<file path="src/rtl/control_pkg.sv">
// Shared encodings for the CPU control unit: FSM states, opcode classes and
// datapath mux-select constants.
package control_pkg;

  typedef enum logic [2:0] {
    ST_FETCH,
    ST_EXEC,
    ST_MEM,
    ST_WB,
    ST_HALT
  } state_e;

  typedef enum logic [3:0] {
    CL_RALU,
    CL_IALU,
    CL_LW,
    CL_SW,
    CL_NOP,
    CL_BR,
    CL_SHIFT,
    CL_JMP,
    CL_JSR,
    CL_RET,
    CL_HALT
  } class_e;

  localparam logic [4:0] OP_LW   = 5'b10000;
  localparam logic [4:0] OP_SW   = 5'b10001;
  localparam logic [4:0] OP_JMP  = 5'b11100;
  localparam logic [4:0] OP_JSR  = 5'b11101;
  localparam logic [4:0] OP_RET  = 5'b11110;
  localparam logic [4:0] OP_HALT = 5'b11111;

  localparam logic [1:0] PCSEL_INC   = 2'b00;
  localparam logic [1:0] PCSEL_IMM   = 2'b01;
  localparam logic [1:0] PCSEL_STACK = 2'b10;

  localparam logic [1:0] WDSEL_ALU   = 2'b00;
  localparam logic [1:0] WDSEL_SHIFT = 2'b01;
  localparam logic [1:0] WDSEL_MEM   = 2'b10;

  function automatic class_e decode_class(input logic [4:0] op);
    class_e c;
    c = CL_NOP;
    casez (op)
      5'b00???: c = CL_RALU;
      5'b01???: c = CL_IALU;
      OP_LW:    c = CL_LW;
      OP_SW:    c = CL_SW;
      5'b1001?: c = CL_NOP;
      5'b101??: c = CL_BR;
      5'b110??: c = CL_SHIFT;
      OP_JMP:   c = CL_JMP;
      OP_JSR:   c = CL_JSR;
      OP_RET:   c = CL_RET;
      OP_HALT:  c = CL_HALT;
      default:  c = CL_NOP;
    endcase
    return c;
  endfunction

endpackage

</file>
<file path="src/rtl/return_stack.sv">
// Return-address stack for JSR/RET. Saturating: a push when full or a pop
// when empty is ignored here and reported to the controller through full/empty.
module return_stack #(
  parameter int STACK_DEPTH = 8,
  parameter int PC_W        = 12
) (
  input  logic            clk,
  input  logic            rst,
  input  logic            push_i,
  input  logic            pop_i,
  input  logic [PC_W-1:0] data_i,
  output logic            full_o,
  output logic            empty_o,
  output logic [PC_W-1:0] top_o
);

  localparam int AW = $clog2(STACK_DEPTH);
  localparam logic [AW:0] FULL_CNT = (AW+1)'(STACK_DEPTH);

  logic [PC_W-1:0] mem_q [STACK_DEPTH];
  logic [AW:0]     sp_q, sp_d;
  logic [AW-1:0]   top_idx;

  assign full_o  = (sp_q == FULL_CNT);
  assign empty_o = (sp_q == '0);
  assign top_idx = sp_q[AW-1:0] - AW'(1);
  assign top_o   = empty_o ? '0 : mem_q[top_idx];

  always_comb begin
    sp_d = sp_q;
    if (push_i && !full_o) begin
      sp_d = sp_q + (AW+1)'(1);
    end else if (pop_i && !empty_o) begin
      sp_d = sp_q - (AW+1)'(1);
    end
  end

  always_ff @(posedge clk or posedge rst) begin
    if (rst) begin
      sp_q <= '0;
    end else begin
      sp_q <= sp_d;
    end
  end

  // Entries need no reset: the pointer alone defines what is valid.
  always_ff @(posedge clk) begin
    if (push_i && !full_o) begin
      mem_q[sp_q[AW-1:0]] <= data_i;
    end
  end

endmodule

</file>
<file path="src/rtl/control_unit.sv">
// Multi-cycle controller for the 8-bit CPU: FSM plus instruction decode that
// drives all datapath controls, with PC redirect via a return-address stack.
//
//   state | meaning
//   FETCH | latch IR, PC <= PC+1
//   EXEC  | execute / redirect PC / update flags
//   MEM   | data-memory access for LW/SW
//   WB    | register-file write
//   HALT  | stopped until reset
module control_unit
  import control_pkg::*;
#(
  parameter int STACK_DEPTH = 8,
  parameter int PC_W        = 12
) (
  input  logic            clk,
  input  logic            rst,
  input  logic [18:0]     instruction,
  input  logic            COutput,
  input  logic            ZOutput,
  input  logic [PC_W-1:0] pcIn,
  output logic            irEn,
  output logic            pcEn,
  output logic [1:0]      pcSel,
  output logic [PC_W-1:0] stackTop,
  output logic            CEn,
  output logic            ZEn,
  output logic            regWrite,
  output logic            regFileReadRegister2Select,
  output logic            ALUBInputSelect,
  output logic [2:0]      ALUOperation,
  output logic [1:0]      regFileWriteDataSelect,
  output logic [1:0]      SHROOperation,
  output logic            DMMemWrite,
  output logic            DMMemRead,
  output logic            halted,
  output logic            stackErr
);

  state_e state_q, state_d;
  logic   err_q, err_d;
  class_e cls;
  logic   br_taken;
  logic   push, pop, st_full, st_empty;
  logic   unused_instr;

  assign cls          = decode_class(instruction[18:14]);
  assign unused_instr = ^instruction[13:0];
  assign halted       = (state_q == ST_HALT);
  assign stackErr     = err_q;

  assign br_taken = (instruction[15:14] == 2'b00) ?  ZOutput :
                    (instruction[15:14] == 2'b01) ? !ZOutput :
                    (instruction[15:14] == 2'b10) ?  COutput : !COutput;

  return_stack #(
    .STACK_DEPTH(STACK_DEPTH),
    .PC_W       (PC_W)
  ) u_stack (
    .clk    (clk),
    .rst    (rst),
    .push_i (push),
    .pop_i  (pop),
    .data_i (pcIn),
    .full_o (st_full),
    .empty_o(st_empty),
    .top_o  (stackTop)
  );

  always_ff @(posedge clk or posedge rst) begin
    if (rst) begin
      state_q <= ST_FETCH;
      err_q   <= 1'b0;
    end else begin
      state_q <= state_d;
      err_q   <= err_d;
    end
  end

  always_comb begin
    state_d                    = state_q;
    err_d                      = err_q;
    push                       = 1'b0;
    pop                        = 1'b0;
    irEn                       = 1'b0;
    pcEn                       = 1'b0;
    pcSel                      = PCSEL_INC;
    CEn                        = 1'b0;
    ZEn                        = 1'b0;
    regWrite                   = 1'b0;
    DMMemWrite                 = 1'b0;
    DMMemRead                  = 1'b0;
    ALUBInputSelect            = 1'b0;
    regFileReadRegister2Select = 1'b0;
    ALUOperation               = 3'b000;
    regFileWriteDataSelect     = WDSEL_ALU;
    SHROOperation              = 2'b00;

    // Datapath selects stay stable for the whole EXEC..WB window.
    if (state_q inside {ST_EXEC, ST_MEM, ST_WB}) begin
      case (cls)
        CL_RALU: begin
          ALUBInputSelect            = 1'b1;
          regFileReadRegister2Select = 1'b1;
          ALUOperation               = instruction[16:14];
        end
        CL_IALU:  ALUOperation = instruction[16:14];
        CL_LW:    regFileWriteDataSelect = WDSEL_MEM;
        CL_SHIFT: begin
          regFileWriteDataSelect = WDSEL_SHIFT;
          SHROOperation          = instruction[15:14];
        end
        default: ;
      endcase
    end

    case (state_q)
      ST_FETCH: begin
        // Held low during reset so the first fetch starts on release.
        irEn    = ~rst;
        pcEn    = ~rst;
        state_d = ST_EXEC;
      end
      ST_EXEC: begin
        state_d = ST_FETCH;
        case (cls)
          CL_RALU, CL_IALU: begin
            CEn     = 1'b1;
            ZEn     = 1'b1;
            state_d = ST_WB;
          end
          CL_SHIFT:     state_d = ST_WB;
          CL_LW, CL_SW: state_d = ST_MEM;
          CL_BR: begin
            pcSel = PCSEL_IMM;
            pcEn  = br_taken;
          end
          CL_JMP: begin
            pcSel = PCSEL_IMM;
            pcEn  = 1'b1;
          end
          CL_JSR: begin
            if (st_full) begin
              err_d   = 1'b1;
              state_d = ST_HALT;
            end else begin
              pcSel = PCSEL_IMM;
              pcEn  = 1'b1;
              push  = 1'b1;
            end
          end
          CL_RET: begin
            if (st_empty) begin
              err_d   = 1'b1;
              state_d = ST_HALT;
            end else begin
              pcSel = PCSEL_STACK;
              pcEn  = 1'b1;
              pop   = 1'b1;
            end
          end
          CL_HALT: state_d = ST_HALT;
          default: state_d = ST_FETCH;
        endcase
      end
      ST_MEM: begin
        state_d = ST_FETCH;
        if (cls == CL_LW) begin
          DMMemRead = 1'b1;
          state_d   = ST_WB;
        end else if (cls == CL_SW) begin
          DMMemWrite = 1'b1;
        end
      end
      ST_WB: begin
        regWrite  = 1'b1;
        DMMemRead = (cls == CL_LW);
        state_d   = ST_FETCH;
      end
      ST_HALT: state_d = ST_HALT;
      default: state_d = ST_FETCH;
    endcase
  end

endmodule

</file>
<file path="config.mk">
export PLATFORM = sky130hd
export DESIGN_NAME = control_unit
export DESIGN_NICKNAME = d
export VERILOG_FILES = /design/src/rtl/control_pkg.sv /design/src/rtl/return_stack.sv /design/src/rtl/control_unit.sv
export SDC_FILE = /design/constraint.sdc
export NUM_CORES = 1
export LEC_CHECK = 0
export ABC_AREA = 1
export BUFFER_PORTS_ARGS = -buffer_cell sky130_fd_sc_hd__buf_2
export CAP_MARGIN = 20
export CELL_PAD_IN_SITES_DETAIL_PLACEMENT = 1
export CELL_PAD_IN_SITES_GLOBAL_PLACEMENT = 1
export CORE_UTILIZATION = 48
export CTS_CLUSTER_DIAMETER = 60
export DETAILED_ROUTE_END_ITERATION = 6
export HOLD_SLACK_MARGIN = 0.02
export PLACE_DENSITY_LB_ADDON = 0.1
export SETUP_SLACK_MARGIN = 0.4
export SLEW_MARGIN = 10
export SYNTH_ARGS = -nofsm -noshare
export SYNTH_HDL_FRONTEND = slang
export SYNTH_HIERARCHICAL = 1
export SYNTH_SLANG_ARGS = --single-unit
</file>
<file path="constraint.sdc">
create_clock -name clk -period 4.1 [get_ports clk]
set_clock_uncertainty 0.1 [all_clocks]
set_input_delay 0.205 -clock clk [delete_from_list [all_inputs] [get_ports clk]]
set_output_delay 0.205 -clock clk [all_outputs]
set_load 0.01 [all_outputs]
</file>
Yosys cells after proc, flatten, opt, wreduce, memory -nomap -nowiden

Memories as Yosys holds them, arrays and structs flattened.
Index checks and enable logic that the tools add are counted.
W data, S select, Z words.

Equal/unequal tests: 28
Multiplexer cells: 46
Reduce and logical (&&, ||, !) cells: 19
Bitwise gates (word level): 1
$add $sub $neg: 3

Operators with widths:

| kind                  | count |
|---|---|
| $pmux W4 S11          | 1 |
| $eq A5 B5 Y1 const B  | 6 |
| $mux W1               | 24 |
| $eq A4 B4 Y1 const B  | 5 |
| $pmux W3 S5           | 1 |
| $eq A4 B3 Y1 const B  | 3 |
| $mux W12              | 1 |
| $mux W2               | 6 |
| $mux W3               | 4 |
| $pmux W3 S4           | 1 |
| $eq A3 B3 Y1 const B  | 3 |
| $eq A4 B2 Y1 const B  | 2 |
| $logic_not A4 Y1      | 2 |
| $mux W4               | 2 |
| $eq A3 B2 Y1 const B  | 2 |
| $pmux W1 S2           | 3 |
| $pmux W2 S3           | 1 |
| $reduce_or A2 Y1      | 3 |
| $add A4 B1 Y4 const B | 1 |
| $eq A2 B1 Y1 const B  | 2 |
| $eq A4 B1 Y1 const B  | 1 |
| $logic_not A1 Y1      | 4 |
| $logic_not A2 Y1      | 2 |
| $ne A2 B1 Y1 const B  | 2 |
| other kinds (13)      | 15 |

Flip-flop bits (word level): 8
Output and inout port bits: 32
RAM bits: 96
Memories: 1

Memories:

| name          | words | width | read ports | clocked after memory_dff | write ports | RTL line           | text |
|---|---|---|---|---|---|---|---|
| u_stack.mem_q | 8     | 12    | 1          | 0                        | 1           | return_stack.sv:20 | `logic [PC_W-1:0] mem_q [STACK_DEPTH];` |

Logic depth before layout (Yosys ltp)

Word-level depth: 8
Depth in mapped cells: 18
Depth with buffers taken out: 16

Modules after synthesis

The synthesis kept the hierarchy.

By module, submodules not included:

| module       | area each (um^2) | instances | cells an instance | seq. area each (um^2) |
|---|---|---|---|---|
| return_stack | 4,266.6          | 1         | 366               | 2,982.9 |
| control_unit | 524.3            | 1         | 95                | 100.1 |

Worst setup path after synthesis

OpenSTA, ideal clock, no wires.

Kind: register to register
From: reg u_stack.sp_q[0]
To: mem u_stack.mem_q[1][0] (enable)
Setup slack: 1.339 ns
Arrival time: 2.281 ns
Buffers on the path: 2
Setup time: 0.380 ns
Stages on the path, launching flop included: 14
Cells stage by stage: dfrtp_1 buf_2 inv_2 buf_2 ha_1 nand3_2 inv_1 inv_1 nand4_1 nor2_1 nand2_2 inv_1 nand2_1 nor2_1

Longest elaborated chain between the ends: 7
Elaborated cells on any way between the ends: 8
Those cells by class: eq/ne (1); mux (5); reduce/logical (2)

RTL lines:

| element                       | RTL line            | text |
|---|---|---|
| start: declaration            | return_stack.sv:21  | `logic [AW:0] sp_q, sp_d;` |
| start signal: assignment      | return_stack.sv:42  | `sp_q <= sp_d;` |
| $eq A4 B4 Y1                  | return_stack.sv:24  | `assign full_o = (sp_q == FULL_CNT);` |
| via st_full                   | control_unit.sv:44  | `logic push, pop, st_full, st_empty;` |
| $mux W1                       | control_unit.sv:143 | `if (st_full) begin` |
| $mux W1                       | control_unit.sv:126 | `case (cls)` |
| $mux W1                       | control_unit.sv:117 | `case (state_q)` |
| via push                      | control_unit.sv:44  |  |
| $logic_and A1 B1 Y1           | return_stack.sv:48  | `if (push_i && !full_o) begin` |
| $mux W1                       | return_stack.sv:48  |  |
| $mux W1 (not written as such) | return_stack.sv:49  | `mem_q[sp_q[AW-1:0]] <= data_i;` |
| end: declaration              | return_stack.sv:20  |  |

The timed path passes the listed nets, and every way through them passes these cells.

Worst setup path in the final report

From: reg u_stack.sp_q[1]
To: out stackTop[1]

Longest elaborated chain between the ends: 3
Elaborated cells on any way between the ends: 4
Those cells by class: add/sub (1); mux (1); reduce/logical (1); memory (1)

RTL lines:

| element          | RTL line           | text |
|---|---|---|
| $sub A3 B1 Y3    | return_stack.sv:26 | `assign top_idx = sp_q[AW-1:0] - AW'(1);` |
| $mem_v2 Z8 W12   | -                  |  |
| $mux W12 *       | return_stack.sv:27 | `assign top_o = empty_o ? '0 : mem_q[top_idx];` |
| end: declaration | control_unit.sv:25 | `output logic [PC_W-1:0] stackTop,` |

Mark *: on every way between the ends. The rest lies on a longest branch, timed or not.

==> impl_metrics.env <==
export IMPL_grt_antenna_before_repair=0
export IMPL_tritoncts="built"
export IMPL_grt_max_degree=52
export IMPL_p_per_area_nw_per_um2=695.9
export IMPL_clock_latency_ns=0.35
export IMPL_vias=3450
export IMPL_dr_first_iter_drc_count=93
export IMPL_design_portCount=67
export IMPL_start_util_pct=49.24
export IMPL_critical_path_peak_fanout=20
export IMPL_power_frac_seq_pct=32.9
export IMPL_p_sw_share_pct=44.45
export IMPL_core_sq_um=9729
export IMPL_slew_violations=0
export IMPL_synth_most_common_cell="nor2_1"
export IMPL_synth_cell_types=29
export IMPL_rsz0062_at_grt="false"
export IMPL_grt_pass1_vias=3570
export IMPL_period_share_pct=75.47
export IMPL_cts_sinks=104
export IMPL_netlist_area_sq_um=4791
export IMPL_yosysSeqAreaShare_pct=64.35
export IMPL_pwr_share_clk_pct=14.7
export IMPL_synth_area_leaders="edfxtp_1 60%, nor2_1 10%, o21ai_0 5.1%"
export IMPL_path_cells="inv_1, ha_1, inv_2, nor2_1, o21ai_0, nand3_1, nand2_1, nor2_1, buf_2"
export IMPL_synth_edff_count=96
export IMPL_power_frac_comb_pct=52.4
export IMPL_post_route_min_period_ns=3.094
export IMPL_worst_ep_arrival_time_ns=2.79
export IMPL_slowest_stage="ha_1"
export IMPL_num_antenna_cells=0
export IMPL_synth_warnings=6
export IMPL_ant_nets=0
export IMPL_peakVddDrop_v=0.0003671
export IMPL_worstSetupEndpointType="primary output"
export IMPL_ctsResizeCount=0
export IMPL_post_synth_most_frequent_cells="129 x nor2_1, 96 x edfxtp_1, 49 x o21ai_0"
export IMPL_fillCellCount=1126
export IMPL_numCtsBuffers=9
export IMPL_drt_pass1_iterations=4
export IMPL_grt_total_usage_pct=22.93
export IMPL_io_buffers=52
export IMPL_holdWs_ns=0.02838
export IMPL_drt_total_wl_um=11130
export IMPL_ys_ff_latch=104
export IMPL_hpwl_um=7549
export IMPL_gp_congestion=0.7265
export IMPL_wire_per_inst_um=16.92
export IMPL_yosys_area_top_type_share_pct=60.17
export IMPL_cp_start_kind="flop"
export IMPL_power_internal_mw=2.094
export IMPL_dieArea_sq_um=10380
export IMPL_grt_pass1_wl_um=17600
export IMPL_slowest_delay_ns=0.83
export IMPL_drive_gt1_share_pct=21.14
export IMPL_worstMarginPinSlew_ns=0.8111
export IMPL_crit_top_cell="nor2_1"
export IMPL_die_h_um=101.9
export IMPL_synth_async_reset_ratio_pct=7.692
export IMPL_fmax_mhz=323.2
export IMPL_globalRouteOverflowTotal=0
export IMPL_fin_nets=560
export IMPL_vias_per_cell=5.243
export IMPL_status="completed"
export IMPL_max_slew_margin_rel_pct=45.93
export IMPL_p_leak_nw=2.139
export IMPL_p_sw_mw=1.676
export IMPL_clk_path_buf_depth=2
export IMPL_die_x_um=101.9
export IMPL_path_class="flop to primary output"
export IMPL_syn_avg_cell_area_sq_um=10.39
export IMPL_worstPathRequired_ns=3.80
export IMPL_setup_violations=0
export IMPL_clock_root_buffer="clkbuf_8"
export IMPL_clk_pin_slew_ns=0.09
export IMPL_syn_nets=500
export IMPL_areaGrowthSynthToFinish_pct=13.08
export IMPL_ys_flop_type="edfxtp_1"
export IMPL_cap_violations=0
export IMPL_htreeDepth=3
export IMPL_hp_class="input pin to flop"
export IMPL_placementRows=36
export IMPL_netlist_instances=461
export IMPL_tns_ns=0
export IMPL_route_detailed_drc=0
export IMPL_hold_viol=0
export IMPL_yosys_area_top_type="edfxtp_1"
==> state kept, by name, summed over array words and instances, names as in the netlist <==
| name | flops |
|---|---|
| state_q | 3 |
| u_stack/sp_q | 4 |
| u_stack/mem_q | 96 |
| stackErr | 1 |
==> critical path, delay by kind of cell, from the launching register on <==
kind / cells / cell delay, ns
flip-flops: 1 / 0.45
buffers and inverters: 3 / 0.57
adder cells (fa/ha/maj): 1 / 0.83
AO/OA/AOI/OAI: 1 / 0.10
AND/OR/NAND/NOR: 4 / 0.48
==> metrics by stage <==
step | utilization, % | power [mW] | instance area [sq um] | instances | worst slack (ns)
6_report | 55.68 | 3.770 | 5418 | 658 | 1.006
3_3_place_gp | 53.28 | 3.142 | 5184 | 636 | 1.162
3_5_place_dp | 53.28 | 3.250 | 5184 | 636 | 0.9865
2_1_floorplan | - | 2.663 | 4791 | 461 | 1.339
4_1_cts | 55.68 | 3.819 | 5418 | 658 | 0.9434
5_1_grt | 55.68 | 4.078 | 5418 | 658 | 0.7585
==> cells by family (layout without fill, tap and decap cells) <==
group / count (synthesis) / after routing / share of synthesized area [%]
adder cells (fa/ha/maj): 4 / 4 / 1.201
AND/OR/NAND/NOR: 221 / 221 / 20.40
AO/OA/AOI/OAI: 74 / 74 / 8.096
XOR/XNOR: 3 / 3 / 0.7053
buffers and inverters: 55 / 119 / 5.250
flip-flops: 104 / 104 / 64.35
==> worst paths after layout <==
| kind | from | endpoint | slack, ns | cells after the start |
|---|---|---|---|---|
| setup / recovery | u_stack/sp_q[1] | stackTop[1] | 1.01 | 9 |
| hold / removal | pcIn[2] | u_stack/mem_q[4][2] | 0.03 | 1 |
| setup reg to reg | u_stack/sp_q[1] | u_stack/mem_q[5][8] | 1.01 | 12 |
| hold reg to reg | stackErr | stackErr | 0.41 | 2 |
| max in group asynchronous | rst | stackErr | 3.55 | 3 |
| min in group asynchronous | rst | state_q[2] | 0.19 | 3 |
==> timing repair <==
item                                   in CTS  in global routing
hold buffers                                7                  0
endpoints found under the hold margin      46                  0
setup buffers                               0                  0
==> layout make-up <==
type	count	area, sq um	area share (%)
Clock inverter	4	32.53	0.6005
Multi-Input combinational cell	302	1456	26.88
Tap cell	133	166.4	3.072
Clock buffer	11	131.4	2.425
Inverter	32	120.1	2.217
Timing Repair Buffer	72	427.9	7.898
Sequential cell	104	3083	56.91
==> routing by layer <==
metal | global-route usage [%] | wire [um]
met5 | 0 | 0
met4 | 8.132 | 198
met1 | 27.24 | 4644
met2 | 43.04 | 6013
met3 | 2.462 | 277
==> power by group through the flow <==
stage,logic (mW),registers (mW),clock network [mW]
after floorplan,1.41,1.25,0
after global placement,1.89,1.26,0
after detailed placement,1.99,1.26,0
after CTS,2.01,1.24,0.572
after global routing,2.23,1.24,0.605
final,1.98,1.24,0.555
==> placed cells by master, fill, tap and decap left out, types with 10 or more instances in the layout <==
cell type / synthesis / final
buf_2: 15 / 52
o21ai_0: 49 / 49
nor2_1: 129 / 129
inv_1: 25 / 25
o21ai_1: 16 / 16
nand2_1: 44 / 44
nand3_1: 12 / 12
edfxtp_1: 96 / 96
nand3_2: 10 / 10
buf_4: 5 / 13
(Power assumes the default switching activity.)
